File: config.mk
export PLATFORM = sky130hd
export DESIGN_NAME = eth_rx_fcs_check_flat
export DESIGN_NICKNAME = d
export VERILOG_FILES = /design/src/rtl/eth_rx_fcs_check_if.sv /design/src/rtl/eth_rx_fcs_check.sv /design/src/flat_wrapper.sv
export SDC_FILE = /design/constraint.sdc
export NUM_CORES = 1
export LEC_CHECK = 0
export ABC_AREA = 1
export BUFFER_PORTS_ARGS = -buffer_cell sky130_fd_sc_hd__buf_2
export CORE_UTILIZATION = 38
export DETAILED_ROUTE_END_ITERATION = 8
export GPL_TIMING_DRIVEN = 0
export HOLD_SLACK_MARGIN = 0.02
export SETUP_SLACK_MARGIN = 0.2
export SLEW_MARGIN = 20
export SYNTH_ARGS = -nofsm -noshare
export SYNTH_HDL_FRONTEND = slang
export SYNTH_SLANG_ARGS = --single-unit
File: constraint.sdc
create_clock -name clk -period 6.1 [get_ports clk]
set_clock_uncertainty 0.15 [all_clocks]
set_input_delay 0.915 -clock clk [delete_from_list [all_inputs] [get_ports clk]]
set_output_delay 0.915 -clock clk [all_outputs]
set_load 0.005 [all_outputs]
File: src/rtl/eth_rx_fcs_check_if.sv
// Bus bundle for the Ethernet receive FCS checker: PHY-side receive byte
// stream in, payload byte stream plus end-of-frame status out.
interface eth_rx_fcs_check_if;
  // PHY receive side
  logic        rx_dv;
  logic        rx_er;
  logic [7:0]  rx_data;

  // Payload stream towards the packet parser
  logic        out_valid;
  logic [7:0]  out_data;
  logic        out_sof;
  logic        out_eof;

  // End-of-frame status
  logic        frame_done;
  logic        frame_good;
  logic        crc_err;
  logic        len_err;
  logic        phy_err;
  logic [15:0] frame_len;

  // Source of receive bytes, consumer of payload and status
  modport master (
    output rx_dv, rx_er, rx_data,
    input  out_valid, out_data, out_sof, out_eof,
    input  frame_done, frame_good, crc_err, len_err, phy_err, frame_len
  );

  // The checker itself
  modport slave (
    input  rx_dv, rx_er, rx_data,
    output out_valid, out_data, out_sof, out_eof,
    output frame_done, frame_good, crc_err, len_err, phy_err, frame_len
  );
endinterface

File: src/rtl/eth_rx_fcs_check.sv
// Receive-side Ethernet frame checker. Finds preamble/SFD, runs the
// reflected CRC-32 over DA..FCS, holds back the last four bytes in a
// five-byte delay line so the FCS is never forwarded, and reports
// CRC / length / PHY-error status in a one-cycle strobe at end of frame.
module eth_rx_fcs_check #(
  parameter int MIN_LEN = 64,
  parameter int MAX_LEN = 1518
) (
  input  logic              clk,
  input  logic              rst,
  eth_rx_fcs_check_if.slave bus
);

  localparam logic [31:0] CRC_POLY    = 32'hEDB88320;
  localparam logic [31:0] CRC_INIT    = 32'hFFFFFFFF;
  localparam logic [31:0] CRC_RESIDUE = 32'hDEBB20E3;
  localparam logic [15:0] MIN_LEN_W   = 16'(MIN_LEN);
  localparam logic [15:0] MAX_LEN_W   = 16'(MAX_LEN);
  localparam logic [7:0]  PRE_BYTE    = 8'h55;
  localparam logic [7:0]  SFD_BYTE    = 8'hD5;
  localparam int          DLY_DEPTH   = 5;
  localparam logic [2:0]  DLY_FULL    = 3'(DLY_DEPTH);

  typedef enum logic [1:0] {
    ST_IDLE,
    ST_PREAMBLE,
    ST_FRAME,
    ST_DROP
  } state_e;

  // Byte-wide update of the LSB-first CRC register.
  function automatic logic [31:0] crc32_byte(input logic [31:0] crc,
                                             input logic [7:0]  data);
    logic [31:0] c;
    // NOTE: blocking assignments are right here: each bit step must see the
    // result of the previous one within the same evaluation.
    c = crc ^ {24'h0, data};
    for (int i = 0; i < 8; i++) begin
      c = c[0] ? ((c >> 1) ^ CRC_POLY) : (c >> 1);
    end
    return c;
  endfunction

  state_e      state_q;
  logic [31:0] crc_q;
  logic [15:0] len_q;
  logic        phy_seen_q;
  logic [7:0]  dly_q [DLY_DEPTH];
  logic [2:0]  dly_cnt_q;
  logic        first_q;

  logic        out_valid_q;
  logic [7:0]  out_data_q;
  logic        out_sof_q;
  logic        out_eof_q;
  logic        frame_done_q;
  logic        frame_good_q;
  logic        crc_err_q;
  logic        len_err_q;
  logic        phy_err_q;
  logic [15:0] frame_len_q;

  logic [31:0] crc_d;
  logic [15:0] len_d;
  logic        crc_bad;
  logic        len_bad;

  // Next CRC / saturating length for the byte on the bus, and the frame
  // verdicts computed from the registers that hold the whole frame so far.
  always_comb begin
    // NOTE: every signal gets a value on every path so no latch is inferred.
    crc_d   = crc32_byte(crc_q, bus.rx_data);
    len_d   = (len_q == 16'hFFFF) ? len_q : len_q + 16'd1;
    crc_bad = (crc_q != CRC_RESIDUE);
    len_bad = (len_q < MIN_LEN_W) || (len_q > MAX_LEN_W);
  end

  // Frame FSM with delay line, CRC, length and registered outputs.
  always_ff @(posedge clk or posedge rst) begin
    if (rst) begin
      state_q      <= ST_IDLE;
      crc_q        <= '0;
      len_q        <= '0;
      phy_seen_q   <= 1'b0;
      dly_cnt_q    <= '0;
      first_q      <= 1'b0;
      // NOTE: the delay line is cleared on reset so a frame aborted by reset
      // can never leave bytes behind that look like payload.
      for (int i = 0; i < DLY_DEPTH; i++) dly_q[i] <= '0;
      out_valid_q  <= 1'b0;
      out_data_q   <= '0;
      out_sof_q    <= 1'b0;
      out_eof_q    <= 1'b0;
      frame_done_q <= 1'b0;
      frame_good_q <= 1'b0;
      crc_err_q    <= 1'b0;
      len_err_q    <= 1'b0;
      phy_err_q    <= 1'b0;
      frame_len_q  <= '0;
    end else begin
      // NOTE: non-blocking assignments so every register here updates from
      // the values that were present before the edge.
      // Strobes and status default low; only the cases below raise them.
      out_valid_q  <= 1'b0;
      out_sof_q    <= 1'b0;
      out_eof_q    <= 1'b0;
      frame_done_q <= 1'b0;
      frame_good_q <= 1'b0;
      crc_err_q    <= 1'b0;
      len_err_q    <= 1'b0;
      phy_err_q    <= 1'b0;
      frame_len_q  <= '0;

      unique case (state_q)
        ST_IDLE: begin
          if (bus.rx_dv) begin
            state_q <= (bus.rx_data == PRE_BYTE) ? ST_PREAMBLE : ST_DROP;
          end
        end

        ST_PREAMBLE: begin
          if (!bus.rx_dv) begin
            state_q <= ST_IDLE;
          end else if (bus.rx_data == SFD_BYTE) begin
            state_q    <= ST_FRAME;
            crc_q      <= CRC_INIT;
            len_q      <= '0;
            phy_seen_q <= 1'b0;
            dly_cnt_q  <= '0;
            first_q    <= 1'b1;
          end else if (bus.rx_data != PRE_BYTE) begin
            state_q <= ST_DROP;
          end
        end

        ST_FRAME: begin
          if (bus.rx_dv) begin
            crc_q <= crc_d;
            len_q <= len_d;
            if (bus.rx_er) phy_seen_q <= 1'b1;
            dly_q[0] <= bus.rx_data;
            for (int i = 1; i < DLY_DEPTH; i++) dly_q[i] <= dly_q[i-1];
            // Oldest byte leaves only once five newer ones exist, which keeps
            // the four FCS bytes inside the line when the frame ends.
            if (dly_cnt_q == DLY_FULL) begin
              out_valid_q <= 1'b1;
              out_data_q  <= dly_q[DLY_DEPTH-1];
              out_sof_q   <= first_q;
              first_q     <= 1'b0;
            end else begin
              dly_cnt_q <= dly_cnt_q + 3'd1;
            end
          end else begin
            // End of frame: flush the last payload byte and report status.
            state_q      <= ST_IDLE;
            frame_done_q <= 1'b1;
            frame_len_q  <= len_q;
            crc_err_q    <= crc_bad;
            len_err_q    <= len_bad;
            phy_err_q    <= phy_seen_q;
            frame_good_q <= !crc_bad && !len_bad && !phy_seen_q;
            if (dly_cnt_q == DLY_FULL) begin
              out_valid_q <= 1'b1;
              out_data_q  <= dly_q[DLY_DEPTH-1];
              out_sof_q   <= first_q;
              out_eof_q   <= 1'b1;
            end
            dly_cnt_q <= '0;
            first_q   <= 1'b0;
          end
        end

        ST_DROP: begin
          if (!bus.rx_dv) state_q <= ST_IDLE;
        end

        default: state_q <= ST_IDLE;
      endcase
    end
  end

  assign bus.out_valid  = out_valid_q;
  assign bus.out_data   = out_data_q;
  assign bus.out_sof    = out_sof_q;
  assign bus.out_eof    = out_eof_q;
  assign bus.frame_done = frame_done_q;
  assign bus.frame_good = frame_good_q;
  assign bus.crc_err    = crc_err_q;
  assign bus.len_err    = len_err_q;
  assign bus.phy_err    = phy_err_q;
  assign bus.frame_len  = frame_len_q;

endmodule

File: src/flat_wrapper.sv
// flat-port wrapper written by rule: the top's interface ports become plain ports
module eth_rx_fcs_check_flat 
#(
  parameter int MIN_LEN = 64,
  parameter int MAX_LEN = 1518
)
  (clk, rst, bus_rx_dv, bus_rx_er, bus_rx_data, bus_out_valid, bus_out_data, bus_out_sof, bus_out_eof, bus_frame_done, bus_frame_good, bus_crc_err, bus_len_err, bus_phy_err, bus_frame_len);
  eth_rx_fcs_check_if bus_i ();
  input  logic clk;
  input  logic rst;
  input wire logic [$bits(bus_i.rx_dv)-1:0] bus_rx_dv;
  input wire logic [$bits(bus_i.rx_er)-1:0] bus_rx_er;
  input wire logic [$bits(bus_i.rx_data)-1:0] bus_rx_data;
  output wire logic [$bits(bus_i.out_valid)-1:0] bus_out_valid;
  output wire logic [$bits(bus_i.out_data)-1:0] bus_out_data;
  output wire logic [$bits(bus_i.out_sof)-1:0] bus_out_sof;
  output wire logic [$bits(bus_i.out_eof)-1:0] bus_out_eof;
  output wire logic [$bits(bus_i.frame_done)-1:0] bus_frame_done;
  output wire logic [$bits(bus_i.frame_good)-1:0] bus_frame_good;
  output wire logic [$bits(bus_i.crc_err)-1:0] bus_crc_err;
  output wire logic [$bits(bus_i.len_err)-1:0] bus_len_err;
  output wire logic [$bits(bus_i.phy_err)-1:0] bus_phy_err;
  output wire logic [$bits(bus_i.frame_len)-1:0] bus_frame_len;
  assign bus_i.rx_dv = bus_rx_dv;
  assign bus_i.rx_er = bus_rx_er;
  assign bus_i.rx_data = bus_rx_data;
  assign bus_out_valid = bus_i.out_valid;
  assign bus_out_data = bus_i.out_data;
  assign bus_out_sof = bus_i.out_sof;
  assign bus_out_eof = bus_i.out_eof;
  assign bus_frame_done = bus_i.frame_done;
  assign bus_frame_good = bus_i.frame_good;
  assign bus_crc_err = bus_i.crc_err;
  assign bus_len_err = bus_i.len_err;
  assign bus_phy_err = bus_i.phy_err;
  assign bus_frame_len = bus_i.frame_len;
  eth_rx_fcs_check #(.MIN_LEN(MIN_LEN), .MAX_LEN(MAX_LEN)) u_core (.clk(clk), .rst(rst), .bus(bus_i));
endmodule
==> out/results.txt, run 1 <==
max_slew headroom = 57.7%
fin crit share = 37.5%
Non-Filler Instances = 1133
die area = 0.0175 mm^2
hold_ws = 0.313 ns
Starting Density = 38.8%
mux share of post-synthesis cell area = 0%
Clock Tree Buf Depth = 2
first-pass GRT wire length = 26500 um
DRT iter0 DRCs = 405
via count = 5558
Post-Synth Simple-Gate Area = 29.8%
Area Growth Syn to Fin = 17.3%
adder-cell area share of the yosys netlist = 0.777%
worst-margin pin slew = 0.635 ns
Cells after Synth = 837
HPWL Detailed = 11200 um
Post-Synth XOR/XNOR Area = 3.94%
clock latency on the worst-skew pair = 0.42 ns
maximum vdd drop = 0.220 mV
Synth Area in Compound Gates = 7.91%
largest net degree at the start of global routing = 66
# placed instances = 1101
arrival time worst endpoint = 2.46 ns
Synth Warn # = 0
synthesized flop and latch total = 127
clk sink count = 127
I/O pin total = 44
RePlAce Congestion = 0.873
share of cells above drive strength 1 = 12.0%
fin util = 45.6%
CTS Hold Bufs = 0
antenna viol nets, final = 0
register clock-pin slew on the reported worst setup and hold paths = 0.06 ns
final wirelength = 15900 um
RSZ-0062 raised after global routing = no
Synth Area per Inst = 7.69 um^2
Seq/Total Area, Yosys = 49.3%
count of pins over their slew limit = 0
H-tree levels = 4
main combinational cell family by area after synthesis = simple AND/OR/NAND/NOR gates
placed instance area = 0.00697 mm^2
maxcap violations = 0
Port Buffer Count = 43
leakage = 3.95 nW
# Post-CTS Setup Buffers = 0
Design Power = 3.16 mW
syn_nets = 853
fin crit period = 2.29 ns
pwr dens = 418 mW/mm^2
Yosys top cell by area = dfrtp_1
Overflow after GRT = 0
Placement Setup Slack = 3.42 ns
Routed WL per cell = 14.0 um
number of antenna violations at the first check in global routing = 0
Design Area, Final = 0.00756 mm^2
post-CTS sizing = 0
final setup margin = 3.81 ns
kind of critical path = in -> reg
area share of the largest cell type after synthesis = 49.3%
synthesized area = 0.00644 mm^2
Worst setup EP type = register
Residual DRC = 0
Die W = 132 um
Critical Path Fanout Max = 5
drt first pass iters = 5
Setup-failing EPs final = 0
CTS tree = built
Vias/cell = 4.91
vias in the first global route = 5160
worst hold-check path type = reg -> reg
Clk Tree Root Cell = clkbuf_16
top achievable clock speed = 437 MHz
Worst EP required = 6.27 ns
Cell variety after synth = 35
num rows = 47
Fin. Hold Viols = 0
Layout Nets = 916
Num CTS Buffers = 17
core outline area = 0.0166 mm^2
setup TNS = 0 ns
critical path launch point type = primary input
dominant cells by area after synthesis = dfrtp_1, nand2_1, inv_1, o21ai_0, nand3_1
run status = finished, final reports clean
Total GRT Usage = 19.6%
Die Ht = 132 um
# diodes = 0
==> power by group <==
| part | total (mW) | internal [mW] | switching (mW) |
|---|---|---|---|
| clock | 1.01 | 0.626 | 0.383 |
| combinational | 1.02 | 0.332 | 0.686 |
| sequential | 1.13 | 1.01 | 0.117 |
| total | 3.16 | 1.97 | 1.19 |
==> worst max-delay path, cell delays in order <==
cell and delay [ns]:
buf_2 0.14, inv_1 0.10, nand2_1 0.08, nand2_1 0.16, xnor2_1 0.48, nand2_1 0.10, nand2_1 0.14, inv_1 0.05
nand2_1 0.05, nand3_1 0.10, nand2_1 0.10, inv_1 0.04
==> state kept, by name, summed over array words and instances (netlist names) <==
signal / count
u_core.bus.crc_err: 1
u_core.bus.frame_done: 1
u_core.bus.frame_good: 1
u_core.bus.frame_len: 16
u_core.bus.len_err: 1
u_core.bus.out_data: 8
u_core.bus.out_eof: 1
u_core.bus.out_sof: 1
u_core.bus.out_valid: 1
u_core.bus.phy_err: 1
u_core.crc_q: 32
u_core.dly_cnt_q: 3
u_core.dly_q: 40
u_core.first_q: 1
u_core.len_q: 16
u_core.phy_seen_q: 1
u_core.state_q: 2
==> area by class of cell <==
cell class                      instances  area, um^2
Clock buffer                           21         460
Clock inverter                         11         131
Sequential cell                       127        3180
Fill cell                            1683        9030
Timing Repair Buffer                   44         243
Inverter                              110         420
Tap cell                              220         275
Buffer                                 21         115
Multi-Input combinational cell        579        2730
==> routing by layer <==
metal	global-route usage, %	routed length (um)	vias up
li1	-	-	2780
met1	26.8	7640	2575
met2	30.0	7180	172
met3	4.38	763	31
met4	8.11	319	0
met5	0	0	-
==> cells in the mapped netlist <==
library cell,instances
a32oi_1,1
inv_1,103
dfrtp_1,127
ha_1,4
nor3_1,12
xor2_1,20
nand2_2,7
xnor2_1,9
buf_1,4
nand4_1,16
a21oi_1,12
a31oi_1,1
o21ai_0,64
nor2_8,1
a41oi_1,1
nand3b_1,1
o31ai_1,2
inv_2,7
nand3_1,47
nor2_1,49
buf_4,2
nand2_1,297
nor2_4,2
o22ai_1,6
o21ai_1,9
or2_2,1
nor4_1,9
nand3_4,1
buf_2,5
buf_6,3
clkbuf_1,7
nor3_4,1
nor2_2,4
a21o_1,1
nand2_4,1
==> placed cells by master, fill, tap and decap left out, types with 12 or more instances in the layout <==
cell type,n
nand2_1,297
clkbuf_16,17
nand4_1,16
dfrtp_1,127
nand3_1,47
nor2_1,49
buf_2,48
inv_1,102
a21oi_1,12
xor2_1,20
o21ai_0,64
nor3_1,12
==> logic make-up after synthesis <==
family / after synthesis
adders and majority gates: 4
DFF: 127
AOI/OAI and AO/OA: 97
buffers and inverters: 131
xor gates and xnor gates: 29
and+or+nand+nor: 449
==> path summary, 6_finish.rpt <==
check	from	endpoint	slack (ns)	cells after the start
max	bus_rx_data[4]	u_core.crc_q[17]	3.81	12
min	u_core.bus.out_data[7]	u_core.bus.out_data[7]	0.31	2
max reg2reg	u_core.state_q[0]	u_core.crc_q[8]	3.96	7
min reg2reg	u_core.bus.out_data[7]	u_core.bus.out_data[7]	0.31	2
max in group asynchronous	rst	u_core.crc_q[26]	4.77	3
min in group asynchronous	rst	u_core.phy_seen_q	0.38	2
Power figures use the tool's default switching activity.
==> run 2: changes to the inputs <==
- ABC_AREA: 1 -> 0
- clock period: 6.1 -> 2.27 ns (I/O delays scaled with it)
==> run 2 against run 1 <==
  * Global-route usage decreased by 1.4 points
  * Cell area increased by 3.3%
  * Synthesized cell count decreased by 29%
  * Critical path type is now reg -> reg
  * Utilization increased by 5.4 points
  * Final cell count decreased by 19%
  * Largest cell class unchanged
  * Highest routed layer unchanged
  * Via count decreased by 18%
  * Area after synthesis decreased by 7.0%
  * Count of clock-buffer cells in the layout increased by 4
==> out/results.txt, run 2 <==
Clock Tree Buf Depth = 2
count of pins over their slew limit = 0
Design Power = 10.7 mW
Starting Density = 39.1%
vias in the first global route = 4434
Design Area, Final = 0.00781 mm^2
clock latency on the worst-skew pair = 0.42 ns
leakage = 3.69 nW
core outline area = 0.0153 mm^2
pwr dens = 1370 mW/mm^2
max_slew headroom = 58.2%
Residual DRC = 0
final wirelength = 13900 um
I/O pin total = 44
Synth Warn # = 0
commonest non-fill, non-tap cell in the layout = nand2_1
H-tree levels = 4
syn_nets = 607
critical path launch point type = register
die area = 0.0163 mm^2
drt first pass iters = 5
count leader, synth = nand2_1
run status = finished, final reports clean
EDFF count, synth = 0
clk sink count = 127
Non-Filler Instances = 916
share of cells above drive strength 1 = 26.2%
worst-margin pin slew = 0.627 ns
Routed WL per cell = 15.2 um
Total GRT Usage = 18.2%
via count = 4583
Overflow after GRT = 0
Die W = 128 um
Setup-failing EPs final = 0
largest net degree at the start of global routing = 33
area share of the largest cell type after synthesis = 53.1%
number of antenna violations at the first check in global routing = 0
fin crit period = 2.15 ns
Worst setup EP type = register
HPWL Detailed = 9210 um
Num CTS Buffers = 17
fin util = 51.0%
Critical Path Fanout Max = 6
Top Registers = u_core.dly_q x40, u_core.crc_q x32
synthesized flop and latch total = 127
Synth Area per Inst = 10.1 um^2
# placed instances = 849
Fin. Hold Viols = 0
Port Buffer Count = 43
register clock-pin slew on the reported worst setup and hold paths = 0.06 ns
ys async rst share = 100%
dominant cells by area after synthesis = dfrtp_1, nand2_1, xnor2_1, a21oi_1, nor2_1
num rows = 45
maxcap violations = 0
antenna viol nets, final = 0
Area Growth Syn to Fin = 30.4%
DRT iter0 DRCs = 341
max FFs per register = 40
Clk Tree Root Cell = clkbuf_16
largest reg by FF count = u_core.dly_q
CTS tree = built
Cell variety after synth = 51
top achievable clock speed = 465 MHz
list of most frequent post-synthesis cells = nand2_1, dfrtp_1, xnor2_1
worst hold-check path type = in -> reg
hold_ws = 0.0652 ns
main flop type after synthesis = dfrtp_1
Seq/Total Area, Yosys = 53.1%
Vias/cell = 5.00
commonest cells after routing, fill and taps aside = nand2_1, dfrtp_1, buf_2, xnor2_1, nor2_1
Worst EP required = 2.47 ns
arrival time worst endpoint = 2.35 ns
# diodes = 0
Yosys top cell by area = dfrtp_1
RSZ-0062 raised after global routing = yes
setup TNS = 0 ns
synthesized area = 0.00599 mm^2
kind of critical path = reg -> reg
maximum vdd drop = 0.701 mV
final setup margin = 0.121 ns
first-pass GRT wire length = 22700 um
placed instance area = 0.00657 mm^2
RePlAce Congestion = 0.867
Placement Setup Slack = -0.283 ns
Layout Nets = 710
fin crit share = 94.7%
Cells after Synth = 591
Die Ht = 128 um
[run 2: changes by cell type in the layout (fill, tap and decap cells not counted), moves of 15 or more]
cell / before / now
nand3_1: 47 / 9
buf_4: 2 / 29
inv_1: 102 / 5
a21oi_1: 12 / 27
xnor2_1: 9 / 39
and3_1: 0 / 17
nand2_1: 297 / 161
o21ai_0: 64 / 6
[run 2: layout make-up]
| type | instances | area [um^2] |
|---|---|---|
| Buffer | 30 | 191 |
| Clock buffer | 25 | 485 |
| Clock inverter | 5 | 129 |
| Fill cell | 1393 | 7500 |
| Inverter | 7 | 30.0 |
| Multi-Input combinational cell | 427 | 2890 |
| Sequential cell | 127 | 3180 |
| Tap cell | 211 | 264 |
| Timing Repair Buffer | 84 | 637 |
[run 2: critical path, cell delays in order, from the launching register on]
cell and delay, ns:
dfrtp_2 0.38, ha_4 0.14, buf_8 0.11, nand2_4 0.05, or3_4 0.41, o211ai_4 0.24, buf_6 0.16, buf_8 0.11
buf_8 0.12, o31ai_2 0.07, a21oi_2 0.14
[run 2: what timing repair did]
| action | CTS | global route |
|---|---|---|
| setup buffers | 18 | 16 |
| cloned | 1 | 0 |
| hold endpoints to repair | 20 | 0 |
| resized for setup | 20 | 63 |
| pin swaps | 8 | 24 |
| hold buffers | 2 | 0 |
| setup endpoints to repair | 75 | 71 |
[run 2: logic make-up after synthesis]
logic type                 Yosys count  synth area share (%)
AOI/OAI and AO/OA                   74                  7.63
xor gates and xnor gates            71                  13.3
adders and majority gates            4                 0.836
buffers and inverters               37                  3.24
DFF                                127                  53.1
and+or+nand+nor                    278                  21.9
[run 2: worst paths after layout]
kind	startpoint	end	slack, ns	cells past startpoint
worst max-delay path	u_core.len_q[1]	u_core.len_q[5]	0.12	10
worst min register to register	u_core.dly_q[36]	u_core.dly_q[28]	0.31	2
max in group asynchronous	rst	u_core.crc_q[2]	0.82	5
min in group asynchronous	rst	u_core.bus.out_data[6]	0.36	3
worst min-delay path	bus_rx_data[5]	u_core.dly_q[37]	0.07	3
worst max register to register	u_core.len_q[1]	u_core.len_q[5]	0.12	10
[run 2: power by group]
| part | switching (mW) | internal, mW |
|---|---|---|
| sequential | 0.520 | 2.81 |
| combinational | 2.20 | 2.30 |
| clock | 0.919 | 1.91 |
| total | 3.64 | 7.03 |
[run 2: per-layer routing]
metal  part of all wire [%]  vias up  global-route usage [%]
met5                      0        -                       0
met1                     46     2250                    24.4
met4                    2.2        0                    8.33
met3                    4.2       22                    4.36
met2                     47      112                    27.9
li1                       -     2199                       -
